[src/rtl/uart_tx_arbiter.sv]
// uart_tx_arbiter: round-robin, packet-granular sharing of one uart_tx among NUM_REQ byte streams
// Ports: clk, n_reset (sync, active-low); req/req_data/req_last/req_ack per requester;
//   grant one-hot packet owner; tx_start_write/tx_write_data/tx_write_avl to uart_tx;
//   busy (not idle); timeout_err sticky when write_avl never falls after a start_write.
// Optional: define UART_ARB_HDR_EN to prefix each packet with header byte {4'hA, grant index}.
module uart_tx_arbiter #(
  parameter int NUM_REQ = 4,
  parameter int TIMEOUT_CYCLES = 16
) (
  input  logic                 clk,
  input  logic                 n_reset,
  input  logic [NUM_REQ-1:0]   req,
  input  logic [8*NUM_REQ-1:0] req_data,
  input  logic [NUM_REQ-1:0]   req_last,
  output logic [NUM_REQ-1:0]   req_ack,
  output logic [NUM_REQ-1:0]   grant,
  output logic                 tx_start_write,
  output logic [7:0]           tx_write_data,
  input  logic                 tx_write_avl,
  output logic                 busy,
  output logic                 timeout_err
);
  localparam int IW = $clog2(NUM_REQ);
  localparam int CW = $clog2(TIMEOUT_CYCLES + 1);
  typedef enum logic [1:0] {IDLE, LOAD, WAIT_BUSY, WAIT_DONE} state_t;
  state_t state;
  logic [IW-1:0] rr_ptr, g_idx, sel, g_nxt;
  logic [CW-1:0] cnt;
  logic last_q;
`ifdef UART_ARB_HDR_EN
  logic hdr_q;
`endif
  // lowest requester at or above rr_ptr wins; otherwise wrap to the lowest overall
  always_comb begin
    sel = '0;
    for (int i = NUM_REQ - 1; i >= 0; i--) if (req[i]) sel = IW'(i);
    for (int i = NUM_REQ - 1; i >= 0; i--) if (req[i] && IW'(i) >= rr_ptr) sel = IW'(i);
  end
  assign g_nxt = (g_idx == IW'(NUM_REQ - 1)) ? '0 : g_idx + 1'b1;
  assign busy = state != IDLE;
  always_ff @(posedge clk) begin
    if (!n_reset) begin
      state <= IDLE;
      rr_ptr <= '0;
      g_idx <= '0;
      grant <= '0;
      req_ack <= '0;
      tx_start_write <= 1'b0;
      tx_write_data <= '0;
      timeout_err <= 1'b0;
      last_q <= 1'b0;
      cnt <= '0;
`ifdef UART_ARB_HDR_EN
      hdr_q <= 1'b0;
`endif
    end else begin
      tx_start_write <= 1'b0;
      req_ack <= '0;
      case (state)
        IDLE: if (|req) begin
          g_idx <= sel;
          grant <= NUM_REQ'(1) << sel;
          state <= LOAD;
`ifdef UART_ARB_HDR_EN
          hdr_q <= 1'b1;
`endif
        end
        LOAD: if (!req[g_idx]) begin
          grant <= '0;
          rr_ptr <= g_nxt;
          state <= IDLE;
        end else if (tx_write_avl) begin
          tx_start_write <= 1'b1;
          tx_write_data <= req_data[{g_idx, 3'b000} +: 8];
          last_q <= req_last[g_idx];
          req_ack <= NUM_REQ'(1) << g_idx;
          cnt <= '0;
          state <= WAIT_BUSY;
`ifdef UART_ARB_HDR_EN
          // header goes out first; the payload byte stays pending without an ack
          if (hdr_q) begin
            tx_write_data <= {4'hA, 4'(g_idx)};
            last_q <= 1'b0;
            req_ack <= '0;
            hdr_q <= 1'b0;
          end
`endif
        end
        WAIT_BUSY: if (!tx_write_avl) state <= WAIT_DONE;
        else begin
          cnt <= cnt + 1'b1;
          if (cnt == CW'(TIMEOUT_CYCLES - 1)) begin
            timeout_err <= 1'b1;
            grant <= '0;
            rr_ptr <= g_nxt;
            state <= IDLE;
          end
        end
        WAIT_DONE: if (tx_write_avl) begin
          if (last_q) begin
            grant <= '0;
            rr_ptr <= g_nxt;
            state <= IDLE;
          end else state <= LOAD;
        end
        default: state <= IDLE;
      endcase
    end
  end
endmodule

[config.mk]
export PLATFORM = sky130hd
export DESIGN_NAME = uart_tx_arbiter
export DESIGN_NICKNAME = d
export VERILOG_FILES = /design/src/rtl/uart_tx_arbiter.sv
export SDC_FILE = /design/constraint.sdc
export NUM_CORES = 1
export LEC_CHECK = 0
export ABC_CLOCK_PERIOD_IN_PS = 1600
export BUFFER_PORTS_ARGS = -buffer_cell sky130_fd_sc_hd__buf_2
export CORE_AREA = 2 2 69 71
export DETAILED_ROUTE_END_ITERATION = 6
export DIE_AREA = 0 0 71 73
export PLACE_DENSITY = 0.65
export SYNTH_ARGS = -nofsm -noshare
export SYNTH_HDL_FRONTEND = slang
export SYNTH_SLANG_ARGS = --single-unit
[constraint.sdc]
create_clock -name clk -period 1.6 [get_ports clk]
set_input_delay 0.16 -clock clk [delete_from_list [all_inputs] [get_ports clk]]
set_output_delay 0.16 -clock clk [all_outputs]
set_load 0.05 [all_outputs]
=== Word-level counts from Yosys, hierarchy flattened ===
Index checks and enable logic that the tools add are counted.

* Add/sub/neg operators: 2
* Multiply operators: 0
* Divide/modulo/power cells: 0
* $lt $le $gt $ge: 5
* Equal/unequal tests: 15
* Shift-type cells: 3
* Mux-type cells: 39
* Bitwise operators: 0
* Reduce and logical (&&, ||, !) cells: 18

{| class="wikitable"
|+ Operators by type and width
! cell !! number
|-
| 2-to-1 mux 2 bit || 20
|-
| indexed part select 32 x 6 -> 8 bit || 1
|-
| 2-to-1 mux 4 bit || 6
|-
| inequality test 2 bit (second input constant) || 8
|-
| one-hot mux 4 bit (4 select lines) || 1
|-
| 2-to-1 mux 5 bit || 3
|-
| AND reduction 4 bit || 3
|-
| AND reduction 6 bit || 2
|-
| one-hot mux 5 bit (2 select lines) || 1
|-
| AND reduction 3 bit || 3
|-
| one-hot mux 2 bit (4 select lines) || 1
|-
| << shifter 1 x 2 -> 4 bit (first input constant) || 2
|-
| equality test 2 bit (second input constant) || 3
|-
| inequality test 3 bit (second input constant) || 2
|-
| one-hot mux 2 bit (3 select lines) || 1
|-
| adder 5 x 1 -> 5 bit (second input constant) || 1
|-
| equality test 5 x 4 -> 1 bit (second input constant) || 1
|-
| binary-select mux 1 bit (select 2 bit) || 2
|-
| >= comparator 1 x 2 -> 1 bit (first input constant) || 2
|-
| >= comparator 2 bit (first input constant) || 2
|-
| logical AND 1 bit || 4
|-
| 2-to-1 mux 1 bit || 4
|-
| nonzero test 2 bit || 2
|-
| OR reduction 4 bit || 1
|-
| 6 further kinds || 6
|}

* Register bits after elaboration: 30
* Bits in latches: 0
* RAM bits: 0
* Bits in read-only memories: 0
* Bits of input ports: 43
* Output and inout bits: 19
* Word-level logic and storage cells: 92
* Memories: 0

=== Longest topological paths before layout ===
Gate-level depths: netlist (run 1).

* Depth in word-level cells: 11
* Depth in mapped cells: 7

=== Worst setup path after synthesis (run 1) ===
Ideal clock, no wire load.

* Path kind: reg-to-reg
* From: reg state[1]
* To: reg grant[0]
* Data arrival time: 1.630 ns
* Slack: -0.146 ns
* Cell stages (with the launch flop): 7
* Path buffers: 1
* Clock period less this slack: 1.746 ns
* Path through: dfxtp_1 -> buf_2 -> nor2_2 -> inv_1 -> or2_1 -> and3_4 -> a41o_1

* Longest elaborated chain between the ends: 3

{| class="wikitable"
|+ RTL lines
! item !! RTL line !! source
|-
| start: declaration || 26 || <nowiki>state_t state;</nowiki>
|-
| start signal: assignment || 43 || <nowiki>state <= IDLE;</nowiki>
|-
| start signal: assignment || 63 || <nowiki>state <= LOAD;</nowiki>
|-
| start signal: assignment || 71 || <nowiki>state <= IDLE;</nowiki>
|-
| equality test 2 bit (tied with other cells) || 59 || <nowiki>case (state)</nowiki>
|-
| inequality test 2 bit (no line) || -- ||
|-
| AND reduction 6 bit (no line) || -- ||
|-
| end signal: assignment || 62 || <nowiki>grant <= NUM_REQ'(1) << sel;</nowiki>
|-
| end: declaration || 16 || <nowiki>output logic [NUM_REQ-1:0] grant,</nowiki>
|}

Parallel ways exist; a longest one is shown, timed or not.
A chain may end at the register's enable or synchronous reset.

=== Final worst setup path (run 1) ===
* From: reg cnt[1]
* To: reg rr_ptr[1]

* Longest elaborated chain between the ends: 3

{| class="wikitable"
|+ RTL lines
! item !! RTL line !! source
|-
| start: declaration || 28 || <nowiki>logic [CW-1:0] cnt;</nowiki>
|-
| start signal: assignment || 91 || <nowiki>cnt <= cnt + 1'b1;</nowiki>
|-
| equality test 5 x 4 -> 1 bit || 92 || <nowiki>if (cnt == CW'(TIMEOUT_CYCLES - 1)) begin</nowiki>
|-
| inequality test 2 bit (no line) || -- ||
|-
| AND reduction 6 bit (no line) || -- ||
|-
| end signal: assignment || 70 || <nowiki>rr_ptr <= g_nxt;</nowiki>
|-
| end signal: assignment || 95 || <nowiki>rr_ptr <= g_nxt;</nowiki>
|-
| end signal: assignment || 102 || <nowiki>rr_ptr <= g_nxt;</nowiki>
|-
| end: declaration || 27 || <nowiki>logic [IW-1:0] rr_ptr, g_idx, sel, g_nxt;</nowiki>
|}

Every way passes these cells.

==> results of run 1 <==
[logic make-up (layout without fill, tap and decap cells)]
logic type               Yosys count  count (layout)  synth area share, %
multiplexers                      13              13                 14.6
flip-flops                        30              30                 36.1
adder cells (fa/ha/maj)            3               3                 2.26
AND/OR/NAND/NOR                   59              59                 20.6
buffers and inverters             20             105                 5.64
AO/OA/AOI/OAI                     53              54                 20.8
[per-layer routing]
metal,wire length [µm],up-vias
met5,0,-
met2,2240,60
met1,1910,797
met3,340,7
li1,-,842
met4,77,0
[report_power, final]
group | internal [mW] | leakage [nW] | switching, mW
clock network | 0.346 | 0.0482 | 0.280
logic | 0.320 | 0.732 | 0.406
registers | 0.796 | 0.245 | 0.0346
[final timing paths]
| check | slack, ns | cells past startpoint | start | to |
|---|---|---|---|---|
| max | 0.06 | 8 | cnt[1] | rr_ptr[1] |
| min reg2reg | 0.47 | 2 | grant[2] | grant[2] |
| max reg2reg | 0.06 | 8 | cnt[1] | rr_ptr[1] |
| min | 0.19 | 2 | n_reset | cnt[1] |
[layout by cell type, fill, tap and decap left out, types with 3 or more instances in the layout]
cell | Yosys | final
o21a_1 | 5 | 5
mux4_2 | 9 | 9
buf_4 | 2 | 30
dfxtp_1 | 30 | 26
buf_2 | 3 | 60
dfxtp_2 | 0 | 4
inv_1 | 7 | 6
nand2_1 | 15 | 15
a211oi_1 | 3 | 3
clkbuf_8 | 0 | 6
nor2_1 | 6 | 6
nor2b_1 | 4 | 4
o21ai_1 | 11 | 10
and3_1 | 5 | 4
nand3_1 | 10 | 10
a21oi_1 | 17 | 17
[synthesized netlist by cell type, types with 2 or more instances]
cell	n	area [µm²]
o21a_1	5	37.5
nor3_1	2	10.0
o31ai_1	2	15.0
mux2i_1	4	40.0
ha_1	3	37.5
o21ai_1	11	55.1
nand3b_1	2	15.0
mux4_2	9	203
and3_1	5	31.3
clkbuf_1	7	26.3
a21oi_1	17	85.1
o21ai_0	2	10.0
o32ai_1	2	17.5
a211oi_1	3	22.5
nand4_1	2	12.5
nand3_1	10	50.1
inv_1	7	26.3
and2_1	2	12.5
buf_4	2	15.0
buf_2	3	15.0
nor2b_1	4	25.0
dfxtp_1	30	601
nand2_1	15	56.3
and3b_1	2	17.5
nor2_1	6	22.5
[sequential cells by signal (all words and copies together) (netlist names)]
signal,cells
cnt,5
rr_ptr,2
tx_start_write,1
grant,4
g_idx,2
state,2
timeout_err,1
req_ack,4
tx_write_data,8
last_q,1
[area by class of cell]
cell class	instances	area share, %
repair buffers	90	22.1
well taps	54	2.85
flip-flops and latches	30	25.5
clock inverters	1	0.211
inverters	7	1.27
clock buffers	7	3.64
multi-input cells	129	44.4
[per-stage QoR]
step                      cell area [µm²]  setup WS, ns  utilization (%)
after floorplan                      1680       -0.0810                -
after global placement               2140       -0.0468             47.1
after detailed placement             2140       -0.0891             47.1
after CTS                            2290       0.00349             50.4
after global routing                 2370       -0.0567             52.3
final                                2370        0.0566             52.3
[repair_timing]
action	CTS	global route
cloned	0	1
buffers inserted	3	6
pin swaps	8	4
resized for setup	10	6
endpoints found under the setup margin	7	13
==> out/qor.yml, run 1 <==
global_route:
  gr-total-overflow: 0
  grt_use_met3_pct: 6.49
  grtUsageMet1_pct: 19.3
  grt_first_pass_wirelength_um: 6800
  track_usage_pct: 16.9
  gr-usage-met2_pct: 28.5
  grt_max_degree: 14
  grt_pass1_vias: 1488
  grt-busiest-layer: "met2"
  antenna_found_initial: 0
setup_path:
  setup.worst_path.end_class: "flip-flop"
  cp.required_ns: 1.81
  cpMaxStageDelayCell: "dfxtp_2"
  worstPathArrival_ns: 1.76
  path_class: "flip-flop to flip-flop"
  critical_path.top_delay_family: "flip-flops"
  cp_cell_sequence: "ha_4, and3_4, ha_4, mux2i_4, o21ai_2, buf_4, nand4_1, a21oi_1"
  start_kind: "flip-flop"
  cp_max_fo: 3
  cp_common_cell: "ha_4"
  path_buf_inv: 1
  critical-path-max-stage-delay_ns: 0.35
die:
  core.rowCount: 25
  fp.dieW_um: 71
  dieArea_um2: 5180
  start_util_pct: 36.7
  ioPinCount: 62
  die_h_um: 73
  core_um2: 4540
job:
  drv_cap: 0
cts:
  cts_buffer_depth: 2
  ctsHoldBuffers: 0
  cts_tree: "done"
  cts_root_buf: "clkbuf_8"
  clock_sinks: 30
  insertion_delay_ns: 0.29
  clk_pin_slew_ns: 0.07
  cts-buffers-inserted: 5
  cts.htree.levels: 2
finish:
  antenna_cells: 0
  syn_to_final_growth_pct: 42.6
  fin_nets: 309
  multiInputGateArea_um2: 1050
  finalNonFillerCells: 318
  seq_area_um2: 606
  fillers: 419
  drive_above_1_share_pct: 47.7
placed_design:
  dp_hpwl_um: 3220
  port_buffers: 61
  routabilityCongestion: 0.831
  placedCellCount: 301
yosys:
  synth_area_um2: 1660
  syn_inst: 178
  synthFlopType: "dfxtp_1"
  ys_types: 46
  ys_warn_count: 0
  yosysSeqAreaShare_pct: 36.1
  syn-num-nets: 224
  syn_area_per_cell_um2: 9.35
  synth_edf_count: 0
  async_reset_ff_share_pct: 0
  ys_ff_latch: 30
pwr:
  p_per_area_nw_per_um2: 920
  totalPowerFinal_mw: 2.18
  p_leak_nw: 1.03
  ir_drop_v: 0.000390
routing:
  drc: 0
  first_pass_iters: 4
  drtIter0Drc: 68
  vias_per_cell: 5.36
  ant_nets: 0
  drt_wl_total_um: 4570
  vias: 1706
  wl_per_cell_um: 14.4
min_path:
  hold_path.class: "primary input to flip-flop"
outcome:
  status: "finished clean"
timing:
  fmax_mhz: 648
  holdWs_ns: 0.195
  period_share_pct: 96.5
  skew_ns: 0.00771
  fin_crit_ns: 1.54
  timing.final.hold_violations: 0
  tns_ns: 0
  worstMarginPinSlew_ns: 0.455
  drv_slew: 0
  setup_viol: 0
  maxSlewHeadroom_pct: 69.6
Note: power is estimated with default switching activity, not from simulation.
==> run 2, diff against run 1 <==
- ABC_CLOCK_PERIOD_IN_PS: 1600 -> 1400
- clock period: 1.6 -> 1.4 ns (I/O delays scaled with it)
==> out/qor.yml, run 2 (synthesized netlist as in run 1, its figures left out) <==
cts:
  cts.htree.levels: 2  # unchanged
  clock_sinks: 30  # unchanged
  cts_tree: "done"
  insertion_delay_ns: 0.29  # about the same
  cts_buffer_depth: 2  # unchanged
  cts_root_buf: "clkbuf_8"
  cts-buffers-inserted: 5  # unchanged
  clk_pin_slew_ns: 0.06  # about the same
min_path:
  holdPathStages: 2  # unchanged
  hold_path_end: "cnt[1]"
  hold_start: "n_reset"
  hold_path.class: "primary input to flip-flop"
finish:
  reg_top3: "tx_write_data: 8 flops, cnt: 5 flops"
  fillers: 349  # -17%
  syn_to_final_growth_pct: 68.3
  layout_commonest_cell: "buf_2"
  finalNonFillerCells: 328  # +3.1%
  layout_common_cells: "buf_2 (60), buf_4 (27), dfxtp_1 (25)"
  fin_nets: 320  # +3.6%
  drive_above_1_share_pct: 62.4  # +15 points
  antenna_cells: 0  # unchanged
  largest_register: "tx_write_data"
  largest_reg_flops: 8  # unchanged
routing:
  drt_wl_total_um: 5490  # +20%
  vias: 1804  # +5.7%
  drc: 0  # unchanged
  ant_nets: 0  # unchanged
  wl_per_cell_um: 16.7  # +17%
  vias_per_cell: 5.50  # +2.5%
  first_pass_iters: 4  # unchanged
  drtIter0Drc: 69  # +1.5%
setup_path:
  cp_max_fo: 2  # -1
  cp.required_ns: 1.57  # -0.24 ns
  critical-path-max-stage-delay_ns: 0.35  # about the same
  setup.worst_path.end_class: "flip-flop"
  rrSetupSlack_ns: -0.18  # -0.23 ns
  path_class: "flip-flop to flip-flop"
  r2r-start: "cnt[1]"
  worstPathArrival_ns: 1.75  # about the same
  cp_cell_sequence: "ha_4, and3_4, ha_4, mux2i_4, o21a_1, o31ai_4, a21oi_2"
  start_kind: "flip-flop"
  cp_common_cell: "ha_4"
  reg2reg_depth: 7  # -1
  r2r_end: "rr_ptr[0]"
  cpMaxStageDelayCell: "dfxtp_2"
timing:
  drv_slew: 0  # unchanged
  skew_ns: 0.0108  # +0.00310 ns
  fin_crit_ns: 1.58  # +0.0343 ns
  fmax_mhz: 634  # -2.2%
  timing.final.hold_violations: 0  # unchanged
  rsz0062_at_grt: "true"
  holdWs_ns: 0.198  # +0.00376 ns
  period_share_pct: 113  # +16 points
  maxSlewHeadroom_pct: 67.8  # -1.8 points
  setup_viol: 27  # +27
  worstMarginPinSlew_ns: 0.482  # +0.0269 ns
  tns_ns: -2.17  # -2.17 ns
  worst_slack_ns: -0.178  # -0.234 ns
placed_design:
  port_buffers: 61  # unchanged
  placedCellCount: 308  # +2.3%
  dp_hpwl_um: 3320  # +2.9%
  routabilityCongestion: 0.789  # -5.0%
outcome:
  status: "finished with violations"
  violations: "negative setup slack"
pwr:
  internal_power_mw: 2.00  # +37%
  clkPwrFrac_pct: 30.9  # +2.2 points
  switching_share_pct: 33.0  # about the same
  pwr-share-comb_pct: 36.9  # +3.6 points
  p_leak_nw: 1.15  # +12%
  ir_drop_v: 0.000551  # +41%
  power_frac_seq_pct: 32.3  # -5.7 points
  p_per_area_nw_per_um2: 1060  # +16%
  p_switching_mw: 0.984  # +36%
global_route:
  gr-total-overflow: 0  # unchanged
  grt_first_pass_wirelength_um: 8080  # +19%
  grt_max_degree: 14  # unchanged
  track_usage_pct: 19.9  # +3.0 points
  antenna_found_initial: 0  # unchanged
  grt_pass1_vias: 1724  # +16%
die:
  start_util_pct: 36.7  # unchanged
  dieArea_um2: 5180  # unchanged
  fp.dieW_um: 71  # unchanged
  ioPinCount: 62  # unchanged
  die_h_um: 73  # unchanged
  core_um2: 4540  # unchanged
  core.rowCount: 25  # unchanged
job:
  drv_cap: 0  # unchanged
run 2: changes by cell type in the layout (fill, tap and decap cells not counted), moves of 3 or more:
cell	delta
a21oi_1	-10
nand3_2	+3
a21oi_2	+10
buf_6	+9
buf_4	-3
o21ai_4	+7
o21ai_1	-8
a211oi_1	-3
buf_12	+3
a211oi_2	+3
nand3_1	-3
run 2: stage by stage:
stage / worst slack (ns) / area (µm²) / power [mW] / util (%)
after global routing: -0.249 / 2800 / 3.09 / 61.7
after detailed placement: -0.251 / 2240 / 1.74 / 49.4
after global placement: -0.234 / 2240 / 1.74 / 49.4
after CTS: -0.211 / 2610 / 2.83 / 57.5
final: -0.178 / 2800 / 2.98 / 61.7
after floorplan: -0.270 / 1710 / 1.49 / -
run 2: worst max-delay path by stage:
| stage | start | slack (ns) | to |
|---|---|---|---|
| 2_1_floorplan | state[1] | -0.27 | grant[0] |
| 3_3_place_gp | cnt[1] | -0.23 | grant[0] |
| 3_5_place_dp | cnt[1] | -0.25 | grant[0] |
| 4_1_cts | cnt[1] | -0.21 | grant[0] |
| 5_1_grt | cnt[1] | -0.25 | rr_ptr[0] |
| 6_report | cnt[1] | -0.18 | rr_ptr[0] |
run 2: cell type report:
cell class	instances	area, µm²	share of cell area [%]
multi-input combinational	129	1270	45.5
clock inverter	1	30.0	1.07
sequential	30	609	21.8
timing repair buffer	101	707	25.2
inverter	7	30.0	1.07
clock buffer	6	82.6	2.95
tap	54	67.6	2.41
run 2: worst max-delay path, delay by kind of cell (launching register included):
family,cells,cell delay (ns)
adder cells (fa/ha/maj),2,0.27
AND/OR/NAND/NOR,1,0.19
flip-flops,1,0.35
AO/OA/AOI/OAI,3,0.57
multiplexers,1,0.07
run 2: per-layer routing:
layer / part of all wire, % / vias to the layer above / track usage, %
met5: 0 / - / 0
met4: 1.5 / 0 / 7.97
met3: 3.3 / 10 / 4.97
met2: 54 / 46 / 33.3
met1: 41 / 887 / 24.6
li1: - / 861 / -
run 2: power by group through the flow:
stage / Sequential [mW] / Combinational [mW] / Clock, mW
3_5_place_dp: 0.962 / 0.782 / 0
6_report: 0.963 / 1.10 / 0.920
4_1_cts: 0.953 / 0.959 / 0.914
3_3_place_gp: 0.961 / 0.777 / 0
2_1_floorplan: 1.06 / 0.430 / 0
5_1_grt: 0.968 / 1.16 / 0.963
run 2: timing repair:
action / in CTS / in global routing
resized for setup: 36 / 31
setup endpoints to repair: 25 / 28
setup buffers: 7 / 3
hold buffers: 0 / 0
gates cloned: 3 / 0
pin swaps: 21 / 13
